[src/rtl/uart_tx_sched_if.sv]
// Register bus between the transmit scheduler (master) and the UART (slave).
// The UART answers a read strobe with bus_dout one cycle later.
interface uart_tx_sched_if;
    logic       bus_wren;
    logic       bus_rden;
    logic [2:0] bus_addr;
    logic [7:0] bus_din;
    logic [7:0] bus_dout;

    modport master (
        output bus_wren, bus_rden, bus_addr, bus_din,
        input  bus_dout
    );

    modport slave (
        input  bus_wren, bus_rden, bus_addr, bus_din,
        output bus_dout
    );
endinterface

[src/rtl/uart_tx_sched.sv]
// Round-robin scheduler that pushes bytes from four requesters into a UART,
// polling the FIFO-full flag before every write and reprogramming the baud period.
module uart_tx_sched #(
    parameter logic [7:0] PERIOD  = 8'h1A,
    parameter logic [7:0] TIMEOUT = 8'd255
) (
    input  logic        clk,
    input  logic        reset,
    input  logic [3:0]  req,
    input  logic [31:0] req_data,
    input  logic        cfg_we,
    input  logic [7:0]  cfg_period,
    output logic [3:0]  gnt,
    output logic        drop,
    output logic        busy,
    uart_tx_sched_if.master bus
);

    typedef enum logic [2:0] {INIT, IDLE, CFG, POLL, CHECK, WRITE} state_t;

    localparam logic [2:0] ADDR_PERIOD = 3'b000;
    localparam logic [2:0] ADDR_TX     = 3'b001;
    localparam logic [2:0] ADDR_IDLE   = 3'b010;
    localparam logic [2:0] ADDR_CTRL   = 3'b011;

    state_t     state, state_nxt;
    logic [7:0] period_reg;
    logic       cfg_pend;
    logic [1:0] rr_ptr;
    logic [1:0] sel;
    logic [7:0] poll_cnt;
    logic [1:0] win;
    logic       win_ok;
    logic       drop_nxt;

    // First active requester at or after rr_ptr, wrapping 3 -> 0.
    // NOTE: every combinational output gets a default first so no path infers a latch.
    always_comb begin
        win    = rr_ptr;
        win_ok = 1'b0;
        for (int i = 0; i < 4; i++) begin
            if (!win_ok && req[rr_ptr + 2'(i)]) begin
                win    = rr_ptr + 2'(i);
                win_ok = 1'b1;
            end
        end
    end

    always_comb begin
        state_nxt = state;
        drop_nxt  = 1'b0;
        case (state)
            INIT:  state_nxt = IDLE;
            // A cfg_we arriving in IDLE is served at once, ahead of any request.
            IDLE: begin
                if (cfg_pend || cfg_we) state_nxt = CFG;
                else if (win_ok)        state_nxt = POLL;
            end
            CFG:   state_nxt = IDLE;
            POLL:  state_nxt = req[sel] ? CHECK : IDLE;
            CHECK: begin
                if (!req[sel])              state_nxt = IDLE;
                else if (!bus.bus_dout[0])  state_nxt = WRITE;
                else if (poll_cnt == TIMEOUT) begin
                    state_nxt = IDLE;
                    drop_nxt  = 1'b1;
                end
                else                        state_nxt = POLL;
            end
            WRITE: state_nxt = IDLE;
            default: state_nxt = INIT;
        endcase
    end

    // NOTE: sequential state uses non-blocking assignments so every flop samples pre-edge values.
    always_ff @(posedge clk or posedge reset) begin
        if (reset) begin
            state    <= INIT;
            period_reg <= PERIOD;
            cfg_pend <= 1'b0;
            rr_ptr   <= 2'd0;
            sel      <= 2'd0;
            poll_cnt <= 8'd0;
        end else begin
            state <= state_nxt;
            if (cfg_we) period_reg <= cfg_period;
            if (state == IDLE && state_nxt == CFG) cfg_pend <= 1'b0;
            else if (cfg_we)                       cfg_pend <= 1'b1;
            if (state == IDLE && state_nxt == POLL) begin
                sel      <= win;
                poll_cnt <= 8'd0;
            end
            if (state == CHECK && state_nxt == POLL) poll_cnt <= poll_cnt + 8'd1;
            if (state == WRITE) begin
                rr_ptr   <= sel + 2'd1;
                poll_cnt <= 8'd0;
            end
        end
    end

    // Outputs are registered from the state being entered, so they line up with the state register.
    always_ff @(posedge clk or posedge reset) begin
        if (reset) begin
            gnt          <= 4'b0000;
            drop         <= 1'b0;
            busy         <= 1'b1;
            bus.bus_wren <= 1'b0;
            bus.bus_rden <= 1'b0;
            bus.bus_addr <= ADDR_IDLE;
            bus.bus_din  <= 8'h00;
        end else if (state == INIT) begin
            gnt          <= 4'b0000;
            drop         <= 1'b0;
            busy         <= 1'b1;
            bus.bus_wren <= 1'b1;
            bus.bus_rden <= 1'b0;
            bus.bus_addr <= ADDR_PERIOD;
            bus.bus_din  <= period_reg;
        end else begin
            gnt          <= (state_nxt == WRITE) ? (4'b0001 << sel) : 4'b0000;
            drop         <= drop_nxt;
            busy         <= (state_nxt != IDLE);
            bus.bus_wren <= (state_nxt == CFG) || (state_nxt == WRITE);
            bus.bus_rden <= (state_nxt == POLL);
            case (state_nxt)
                CFG: begin
                    bus.bus_addr <= ADDR_PERIOD;
                    bus.bus_din  <= cfg_we ? cfg_period : period_reg;
                end
                POLL:  bus.bus_addr <= ADDR_CTRL;
                WRITE: begin
                    bus.bus_addr <= ADDR_TX;
                    bus.bus_din  <= req_data[{sel, 3'b000} +: 8];
                end
                default: bus.bus_addr <= ADDR_IDLE;
            endcase
        end
    end

endmodule

[src/flat_wrapper.sv]
// flat-port wrapper written by rule: the top's interface ports become plain ports
module uart_tx_sched_flat 
#(
    parameter logic [7:0] PERIOD  = 8'h1A,
    parameter logic [7:0] TIMEOUT = 8'd255
)
  (clk, reset, req, req_data, cfg_we, cfg_period, gnt, drop, busy, bus_bus_wren, bus_bus_rden, bus_bus_addr, bus_bus_din, bus_bus_dout);
  uart_tx_sched_if bus_i ();
  input  logic clk;
  input  logic reset;
  input  logic [3:0] req;
  input  logic [31:0] req_data;
  input  logic cfg_we;
  input  logic [7:0] cfg_period;
  output logic [3:0] gnt;
  output logic drop;
  output logic busy;
  output wire logic [$bits(bus_i.bus_wren)-1:0] bus_bus_wren;
  output wire logic [$bits(bus_i.bus_rden)-1:0] bus_bus_rden;
  output wire logic [$bits(bus_i.bus_addr)-1:0] bus_bus_addr;
  output wire logic [$bits(bus_i.bus_din)-1:0] bus_bus_din;
  input wire logic [$bits(bus_i.bus_dout)-1:0] bus_bus_dout;
  assign bus_bus_wren = bus_i.bus_wren;
  assign bus_bus_rden = bus_i.bus_rden;
  assign bus_bus_addr = bus_i.bus_addr;
  assign bus_bus_din = bus_i.bus_din;
  assign bus_i.bus_dout = bus_bus_dout;
  uart_tx_sched #(.PERIOD(PERIOD), .TIMEOUT(TIMEOUT)) u_core (.clk(clk), .reset(reset), .req(req), .req_data(req_data), .cfg_we(cfg_we), .cfg_period(cfg_period), .gnt(gnt), .drop(drop), .busy(busy), .bus(bus_i));
endmodule
[config.mk]
export PLATFORM = sky130hd
export DESIGN_NAME = uart_tx_sched_flat
export DESIGN_NICKNAME = d
export VERILOG_FILES = /design/src/rtl/uart_tx_sched_if.sv /design/src/rtl/uart_tx_sched.sv /design/src/flat_wrapper.sv
export SDC_FILE = /design/constraint.sdc
export NUM_CORES = 1
export LEC_CHECK = 0
export ABC_AREA = 1
export ABC_CLOCK_PERIOD_IN_PS = 1700
export BUFFER_PORTS_ARGS = -buffer_cell sky130_fd_sc_hd__buf_2
export CELL_PAD_IN_SITES_DETAIL_PLACEMENT = 0
export CELL_PAD_IN_SITES_GLOBAL_PLACEMENT = 2
export CORE_UTILIZATION = 26
export CTS_BUF_LIST = sky130_fd_sc_hd__clkbuf_16
export DETAILED_ROUTE_END_ITERATION = 10
export PLACE_DENSITY = 0.83
export SKIP_CTS_REPAIR_TIMING = 1
export SLEW_MARGIN = 0
export SYNTH_ARGS = -nofsm -noshare
export SYNTH_HDL_FRONTEND = slang
export SYNTH_SLANG_ARGS = --single-unit
export TNS_END_PERCENT = 1
[constraint.sdc]
create_clock -name clk -period 1.7 [get_ports clk]
set_input_delay 0.34 -clock clk [delete_from_list [all_inputs] [get_ports clk]]
set_output_delay 0.34 -clock clk [all_outputs]
set_load 0.05 [all_outputs]
==> reports/qor.csv <==
metric,value,unit
final_cell_mix,"113 x nand2_1, 65 x buf_2, 35 x dfrtp_1, 34 x inv_1, 29 x buf_4",
required,1.91,ns
syn-cell-area,0.002566,mm²
htreeDepth,2,
die_w,101.4,µm
io_pins,74,
power.leakage,1.862,nW
vias_per_cell,4.388,
final_core_util,36.89,%
wl_met2,3.186,mm
drive_gt1_share,36.01,%
ant_nets,0,
yosysUniqueCellTypes,35,
dpl.hpwl,5.091,mm
power_density,1734,mW/mm²
row_count,35,
cts_buffer_depth,2,
ys_ff_latch,42,
wl_met3,311,µm
cts-root-buf,clkbuf_16,
fin_skew,0.004573,ns
hold_class,primary input to asynchronous set/reset pin,
wirelength,6.715,mm
grt_pass1_wl,10.90,mm
path_clk_slew,0.06,ns
rrSetupSlack,-0.02,ns
ir_drop,616.0,µV
reg2regPathDepth,12,
setup_viol,6,
start_util,27.26,%
setup_slack,-0.01994,ns
die_y,101.4,µm
final_common_cell,nand2_1,
timing.rr.end,u_core.bus.bus_din[6],
area_delta_synth_final,35.35,%
insertion_delay,0.28,ns
dieArea,0.01027,mm²
max_freq,581.4,MHz
antenna_found_initial,0,
nets,495,
drc,0,
worst-setup-path-type,register to register,
ys_warn_count,0,
failed_checks,negative setup slack,
drv_cap,0,
holdWs,0.04702,ns
hold_violations,0,
rsz0062_at_grt,true,
grt_use_total,13.59,%
avgSynthCellArea,7.548,µm²
grt_pass1_vias,2375,
wl_met1,3.131,mm
ys_seq_area_share,41.20,%
numPortBuffers,65,
yosys-top-cells-area,"dfrtp_1 36%, nand2_1 18%, nand3_1 5.5%",
period_share,101.2,%
worstReg2RegStart,u_core.poll_cnt[1],
top_layer_used,met4,
placed_area,0.003226,mm²
path_max_fanout,5,
overflow,0,
cts_tree,built,
start_kind,register,
synth.top_cell.area_share,36.08,%
num_vias,2479,
antenna_cells,0,
netlist_instances,340,
synth_nets,400,
power.total,6.023,mW
final.min_clock_period,1.720,ns
arrival,1.93,ns
yosysTopAreaCell,dfrtp_1,
final-max-slew-violation-count,0,
numCtsBuffers,5,
clock_sink_count,42,
wl_per_cell,11.88,µm
gp_congestion,0.7280,
final_cell_area,0.003473,mm²
drtIter0Drc,96,
cp-end-kind,register,
dr.pass1.iters,5,
grt_max_degree,34,
coreArea,0.009415,mm²
status,"complete, but fails checks",
[cell usage after synthesis (all sizes together)]
library cell	count
buf	6
nand2	133
o211ai	8
o21bai	1
a31o	1
conb	1
nor4	1
nor2	13
nand3b	1
dfrtp	37
nand3	30
mux2	7
nor3	3
nand4	4
dfstp	5
xor2	3
o22a	1
a21oi	19
or2	4
ha	5
clkbuf	3
inv	39
o21ai	15
[critical path, cell delays in order (launching register included)]
cell and delay (ns):
dfrtp_1 0.38, ha_2 0.19, nand2_2 0.07, nor2_1 0.05, nand2_1 0.10, nand2_2 0.07, nor3_4 0.26, inv_2 0.11
nand2_8 0.12, nand2_8 0.09, nand2_8 0.08, nand2_2 0.04, nand2_1 0.07
[per-stage QoR]
step | setup WS, ns | setup TNS [ns] | instances
after detailed placement | -0.04504 | -0.4827 | 555
after global routing | -0.1584 | -2.551 | 565
final | -0.01994 | -0.07543 | 565
after global placement | -0.02647 | -0.1664 | 555
after CTS | -0.07854 | -0.7732 | 563
after floorplan | 0.03240 | 0 | 340
[power by group]
part	total, mW	internal, mW	switching (mW)
clock network	1.06	0.687	0.374
registers	1.46	1.29	0.172
logic	3.50	1.19	2.31
total	6.02	3.17	2.85
[logic make-up (layout without fill, tap and decap cells)]
logic type | count (synthesis) | after routing | share of synthesized area (%)
XOR/XNOR | 3 | 3 | 1.024
buffers and inverters | 48 | 142 | 8.337
flip-flops | 42 | 42 | 41.20
AND/OR/NAND/NOR | 189 | 191 | 33.54
other | 1 | 1 | 0.1461
adder cells (fa/ha/maj) | 5 | 5 | 2.438
AO/OA/AOI/OAI | 45 | 45 | 10.24
multiplexers | 7 | 7 | 3.072
[area by class of cell]
| cell class | instances | area [µm²] |
|---|---|---|
| Tap cell | 129 | 161.4 |
| Clock inverter | 3 | 41.29 |
| Fill cell | 982 | 5942 |
| Sequential cell | 42 | 1060 |
| Clock buffer | 5 | 125.1 |
| Inverter | 39 | 148.9 |
| Timing Repair Buffer | 95 | 563.0 |
| Multi-Input combinational cell | 252 | 1374 |
[layer usage]
layer | up-vias | global-route usage, %
li1 | 1282 | -
met1 | 1126 | 17.35
met2 | 65 | 24.02
met3 | 6 | 2.346
met4 | 0 | 2.899
met5 | - | 0
[how the worst max path moves through the flow]
stage | start | endpoint | slack (ns) | depth (start not counted)
3_3_place_gp | u_core.rr_ptr[0] | u_core.bus.bus_din[7] | -0.03 | 13
3_5_place_dp | u_core.rr_ptr[0] | u_core.bus.bus_din[7] | -0.05 | 13
6_report | u_core.poll_cnt[1] | u_core.bus.bus_din[6] | -0.02 | 12
5_1_grt | u_core.rr_ptr[0] | u_core.bus.bus_din[6] | -0.16 | 13
4_1_cts | u_core.rr_ptr[0] | u_core.bus.bus_din[6] | -0.08 | 13
2_1_floorplan | u_core.poll_cnt[0] | u_core.poll_cnt[0] | 0.03 | 11
Power figures use the tool's default switching activity.
